$ cat src/rtl/my_sub.sv
// Bit-serial subtractor: Dout = Ain - Bin - Bi (mod 2^WIDTH), one bit per clock, LSB first.
// A single borrow flip-flop carries the borrow between bits; Start/Done handshake with the sequencer.
module my_sub #(
  parameter int WIDTH = 6
) (
  input  logic             Clk,
  input  logic             Rst_n,
  input  logic             Start,
  input  logic [WIDTH-1:0] Ain,
  input  logic [WIDTH-1:0] Bin,
  input  logic             Bi,
  output logic             Busy,
  output logic             Done,
  output logic [WIDTH-1:0] Dout,
  output logic             Bo
);

  localparam int CW = (WIDTH > 1) ? $clog2(WIDTH) : 1;
  localparam logic [CW-1:0] LAST_BIT = CW'(WIDTH - 1);

  typedef enum logic [1:0] {
    IDLE = 2'b00,
    RUN  = 2'b01,
    DONE = 2'b10
  } state_t;

  state_t           state_r;
  state_t           state_nxt_s;
  logic [WIDTH-1:0] a_sh_r;
  logic [WIDTH-1:0] b_sh_r;
  // The bit being produced this cycle completes the result, so only WIDTH-1 earlier bits are stored.
  logic [WIDTH-1:1] d_sh_r;
  logic             br_r;
  logic [CW-1:0]    cnt_r;
  logic [WIDTH-1:0] dout_r;
  logic             bo_r;
  logic             busy_r;
  logic             done_r;
  logic             d_s;
  logic             br_nxt_s;
  logic             accept_s;
  logic             last_s;

  // Full-subtractor cell on the current LSBs and the stored borrow.
  always_comb begin
    d_s      = a_sh_r[0] ^ b_sh_r[0] ^ br_r;
    br_nxt_s = (~a_sh_r[0] & b_sh_r[0]) | (~(a_sh_r[0] ^ b_sh_r[0]) & br_r);
  end

  // Next-state decode; Start is only honoured outside RUN.
  always_comb begin
    state_nxt_s = state_r;
    accept_s    = 1'b0;
    last_s      = 1'b0;
    case (state_r)
      IDLE: begin
        if (Start) begin
          state_nxt_s = RUN;
          accept_s    = 1'b1;
        end else begin
          state_nxt_s = IDLE;
        end
      end
      RUN: begin
        if (cnt_r == LAST_BIT) begin
          state_nxt_s = DONE;
          last_s      = 1'b1;
        end else begin
          state_nxt_s = RUN;
        end
      end
      DONE: begin
        if (Start) begin
          state_nxt_s = RUN;
          accept_s    = 1'b1;
        end else begin
          state_nxt_s = IDLE;
        end
      end
      default: begin
        state_nxt_s = IDLE;
      end
    endcase
  end

  // State register with registered Busy/Done decoded from the next state.
  always_ff @(posedge Clk) begin
    if (!Rst_n) begin
      state_r <= IDLE;
      busy_r  <= 1'b0;
      done_r  <= 1'b0;
    end else begin
      state_r <= state_nxt_s;
      busy_r  <= (state_nxt_s == RUN);
      done_r  <= (state_nxt_s == DONE);
    end
  end

  // Operand load, serial shifting and result capture.
  always_ff @(posedge Clk) begin
    if (!Rst_n) begin
      a_sh_r <= {WIDTH{1'b0}};
      b_sh_r <= {WIDTH{1'b0}};
      d_sh_r <= {(WIDTH-1){1'b0}};
      br_r   <= 1'b0;
      cnt_r  <= {CW{1'b0}};
      dout_r <= {WIDTH{1'b0}};
      bo_r   <= 1'b0;
    end else if (accept_s) begin
      a_sh_r <= Ain;
      b_sh_r <= Bin;
      br_r   <= Bi;
      cnt_r  <= {CW{1'b0}};
    end else if (state_r == RUN) begin
      a_sh_r <= {1'b0, a_sh_r[WIDTH-1:1]};
      b_sh_r <= {1'b0, b_sh_r[WIDTH-1:1]};
      d_sh_r <= {d_s, d_sh_r[WIDTH-1:2]};
      br_r   <= br_nxt_s;
      cnt_r  <= cnt_r + CW'(1);
      if (last_s) begin
        dout_r <= {d_s, d_sh_r};
        bo_r   <= br_nxt_s;
      end
    end
  end

  assign Busy = busy_r;
  assign Done = done_r;
  assign Dout = dout_r;
  assign Bo   = bo_r;

endmodule

$ cat config.mk
export PLATFORM = sky130hd
export DESIGN_NAME = my_sub
export DESIGN_NICKNAME = d
export VERILOG_FILES = /design/src/rtl/my_sub.sv
export SDC_FILE = /design/constraint.sdc
export NUM_CORES = 1
export LEC_CHECK = 0
export CAP_MARGIN = 30
export CORE_ASPECT_RATIO = 1.5
export CORE_UTILIZATION = 23
export DETAILED_ROUTE_END_ITERATION = 8
export PLACE_DENSITY = 0.49
export SYNTH_ARGS = -nofsm -noshare
export SYNTH_HDL_FRONTEND = slang
export SYNTH_SLANG_ARGS = --single-unit
$ cat constraint.sdc
create_clock -name Clk -period 1.9 [get_ports Clk]
set_input_delay 0.38 -clock Clk [delete_from_list [all_inputs] [get_ports Clk]]
set_output_delay 0.38 -clock Clk [all_outputs]
set_load 0.005 [all_outputs]
==> results.tsv <==
stage	metric	value	unit
placed_design	io_buffer_count	24	
route	wl	2540	um
timing	rsz0062_at_grt	no	
placed_design	dp_hpwl	1840	um
route	first_iter_violations	35	
worst_setup_path	r2r_cells	4	
route	drtPass1Iterations	4	
global_route	grt_pass1_wl	4340	um
clocking	cts_hold_buf	0	
timing	hold_viol_final	0	
logic_synthesis	async_flop_share	0	
logic_synthesis	synth_cell_type_count	31	
die	die_h	94.5	um
clocking	cts_setup_buffers	0	
run_status	outcome	complete, no violations	
logic_synthesis	netlist_area	0.00131	mm2
power	peakVddDrop	276	uV
logic_synthesis	synth_area_per_cell	9.38	um2
placed_design	pre_cts_slack	0.234	ns
flow_run	timing.max_cap.violations	0	
die	num_rows	33	
die	start_util	0.239	
worst_setup_path	crit_family	buffers and inverters	
timing	slew_headroom	0.492	
timing	worst_slack	0.411	ns
worst_setup_path	r2r_slack	0.43	ns
placed_design	place_congestion	0.756	
worst_setup_path	path_buf_inv	1	
worst_setup_path	r2r-end	Dout[1]	
final_layout	final_cell_area	0.00170	mm2
timing	tightest_slew	0.763	ns
final_layout	syn_to_final_growth	29.6	%
timing	max_clock_freq	0.671	GHz
logic_synthesis	syn_nets	159	
power	p_int	1110	uW
clocking	clkTransAtPathRegs	0.06	ns
timing	fin_crit	1.49	ns
global_route	grt_max_degree	31	
final_layout	instances_no_fill	235	
die	ios	25	
route	vias_per_cell	4.33	
worst_setup_path	cp-end-kind	primary output	
min_path	hold_path_depth	2	
worst_setup_path	path_cells	clkdlybuf4s50_1	
route	wl_per_cell	10.8	um
logic_synthesis	ys.warnings.count	0	
placed_design	post-place-cells	228	
global_route	grt_pass1_vias	1004	
clocking	h-tree-depth	2	
placed_design	place_area	0.00161	mm2
min_path	hold_path.class	reg -> reg	
timing	setup_tns	0	ns
worst_setup_path	crit_arrival	1.11	ns
clocking	cts_root_buffer	clkbuf_8	
worst_setup_path	path_class	reg -> out	
power	seqPwrFrac	0.503	
final_layout	drive_gt1_frac	0.0788	
logic_synthesis	ys_ff_latch	32	
logic_synthesis	synth_edf_count	0	
clocking	clock_latency	0.28	ns
logic_synthesis	synth-seq-area-share	0.488	
timing	skew	0.00403	ns
final_layout	nNetsFinal	184	
logic_synthesis	netlist.area_leader.share	0.488	
die	coreArea	0.00549	mm2
timing	min_period_over_period	0.784	
power	power_switching	328	uW
die	die-area	0.00602	mm2
global_route	grt_overflow	0	
worst_setup_path	critPathMaxFanout	2	
power	p_leak	0.000603	uW
global_route	grtUsageTotal	0.0939	
logic_synthesis	synth_most_common_cell	dfxtp_1	
final_layout	n_antenna_cell	0	
clocking	cts_resized	0	
worst_setup_path	critPathLaunchType	register	
timing	setup_viol	0	
power	switching_share	0.228	
min_path	hp-start	b_sh_r[5]	
logic_synthesis	ys_top_cells_by_count	32 x dfxtp_1, 26 x nand2_1, 8 x a21boi_0, 7 x nor2b_1	
clocking	cts_tree	built	
timing	slew_viol_final	0	
logic_synthesis	yosysTopAreaCell	dfxtp_1	
logic_synthesis	syn-instance-count	140	
worst_setup_path	r2r_start	cnt_r[0]	
power	p_clk_frac	0.383	
worst_setup_path	critPathMaxStageDelay	0.50	ns
min_path	hold_end	b_sh_r[5]	
route	antenna_left	0	
final_layout	num-fill-cells	586	
clocking	cts_max_path_buffers	2	
clocking	cts_sinks	32	
route	drc	0	
worst_setup_path	cpMaxStageDelayCell	clkdlybuf4s50_1	
clocking	cts_inserted_buffers	5	
worst_setup_path	crit_required	1.52	ns
global_route	antenna_found_initial	0	
route	via_count	1018	
logic_synthesis	synthTopCellsByArea	dfxtp_1 49%, nand2_1 7.4%, mux2i_1 4.6%	
power	combinationalPowerShare	0.114	
die	die_w	63.7	um
logic_synthesis	synthFlopType	dfxtp_1	
power	cellPowerDensity	846	mW/mm2
==> registers in the layout (all words and copies together), names as in the netlist <==
signal,flops
Bo,1
Busy,1
Done,1
Dout,6
a_sh_r,6
b_sh_r,6
br_r,1
cnt_r,3
d_sh_r,5
state_r,2
==> placed cells by master, fill, tap and decap left out, drive strengths merged <==
cell type / count
nand2b: 2
o211a: 1
nor2: 6
clkbuf: 7
and4b: 1
xor2: 1
and2: 2
ha: 2
and2b: 1
fa: 1
nor3: 3
buf: 5
dfxtp: 32
clkdlybuf4s50: 24
nor2b: 7
a2bb2oi: 1
o21a: 2
inv: 3
o221ai: 4
nand2: 26
a22oi: 1
a31oi: 6
o21ai: 5
a21boi: 8
a211oi: 1
nand3b: 1
xnor2: 1
nand3: 3
mux2i: 6
a21oi: 2
==> kinds of logic after synthesis <==
family	share of synthesized area
simple gates	0.186
flops	0.488
compound gates	0.169
buf+inv	0.0639
mux	0.0458
fa+ha+maj	0.0343
xor+xnor	0.0133
==> stage by stage <==
| stage | hold WS [ns] | util | power (uW) |
|---|---|---|---|
| after floorplan | 0.432 | - | 845 |
| after global placement | 0.453 | 0.292 | 902 |
| after detailed placement | 0.462 | 0.292 | 907 |
| after CTS | 0.471 | 0.310 | 1460 |
| after global routing | 0.490 | 0.310 | 1510 |
| final | 0.462 | 0.310 | 1440 |
==> worst max path at each step <==
| stage | cells after the start | slack (ns) | to | from |
|---|---|---|---|---|
| after global placement | 5 | 0.26 | b_sh_r[3] | Start |
| after floorplan | 5 | 0.72 | Dout[5] | cnt_r[0] |
| after CTS | 1 | 0.39 | Dout[3] | Dout[3] |
| final | 1 | 0.41 | Dout[3] | Dout[3] |
| after detailed placement | 5 | 0.23 | b_sh_r[3] | Start |
| after global routing | 3 | 0.29 | b_sh_r[0] | state_r[0] |
==> power by group through the flow <==
stage / clock network (uW) / registers [uW] / logic, uW
floorplan: 0 / 734 / 111
global placement: 0 / 738 / 164
detailed placement: 0 / 739 / 168
CTS: 570 / 724 / 169
global route: 599 / 727 / 186
finish: 551 / 724 / 165
==> routing by layer <==
metal,part of all wire,GRT usage,up-vias
li1,-,-,522
met1,0.44,0.103,466
met2,0.49,0.159,24
met3,0.039,0.0266,6
met4,0.031,0.0568,0
met5,0,0,-
==> cell type report <==
class / instances / area, um2 / area share
clock buffers: 7 / 96.3 / 0.0566
inverters: 3 / 11.3 / 0.00662
multi-input cells: 94 / 588 / 0.346
flip-flops and latches: 32 / 641 / 0.376
well taps: 70 / 87.6 / 0.0515
repair buffers: 29 / 278 / 0.163
No activity file was read; power rests on OpenSTA's default activity.
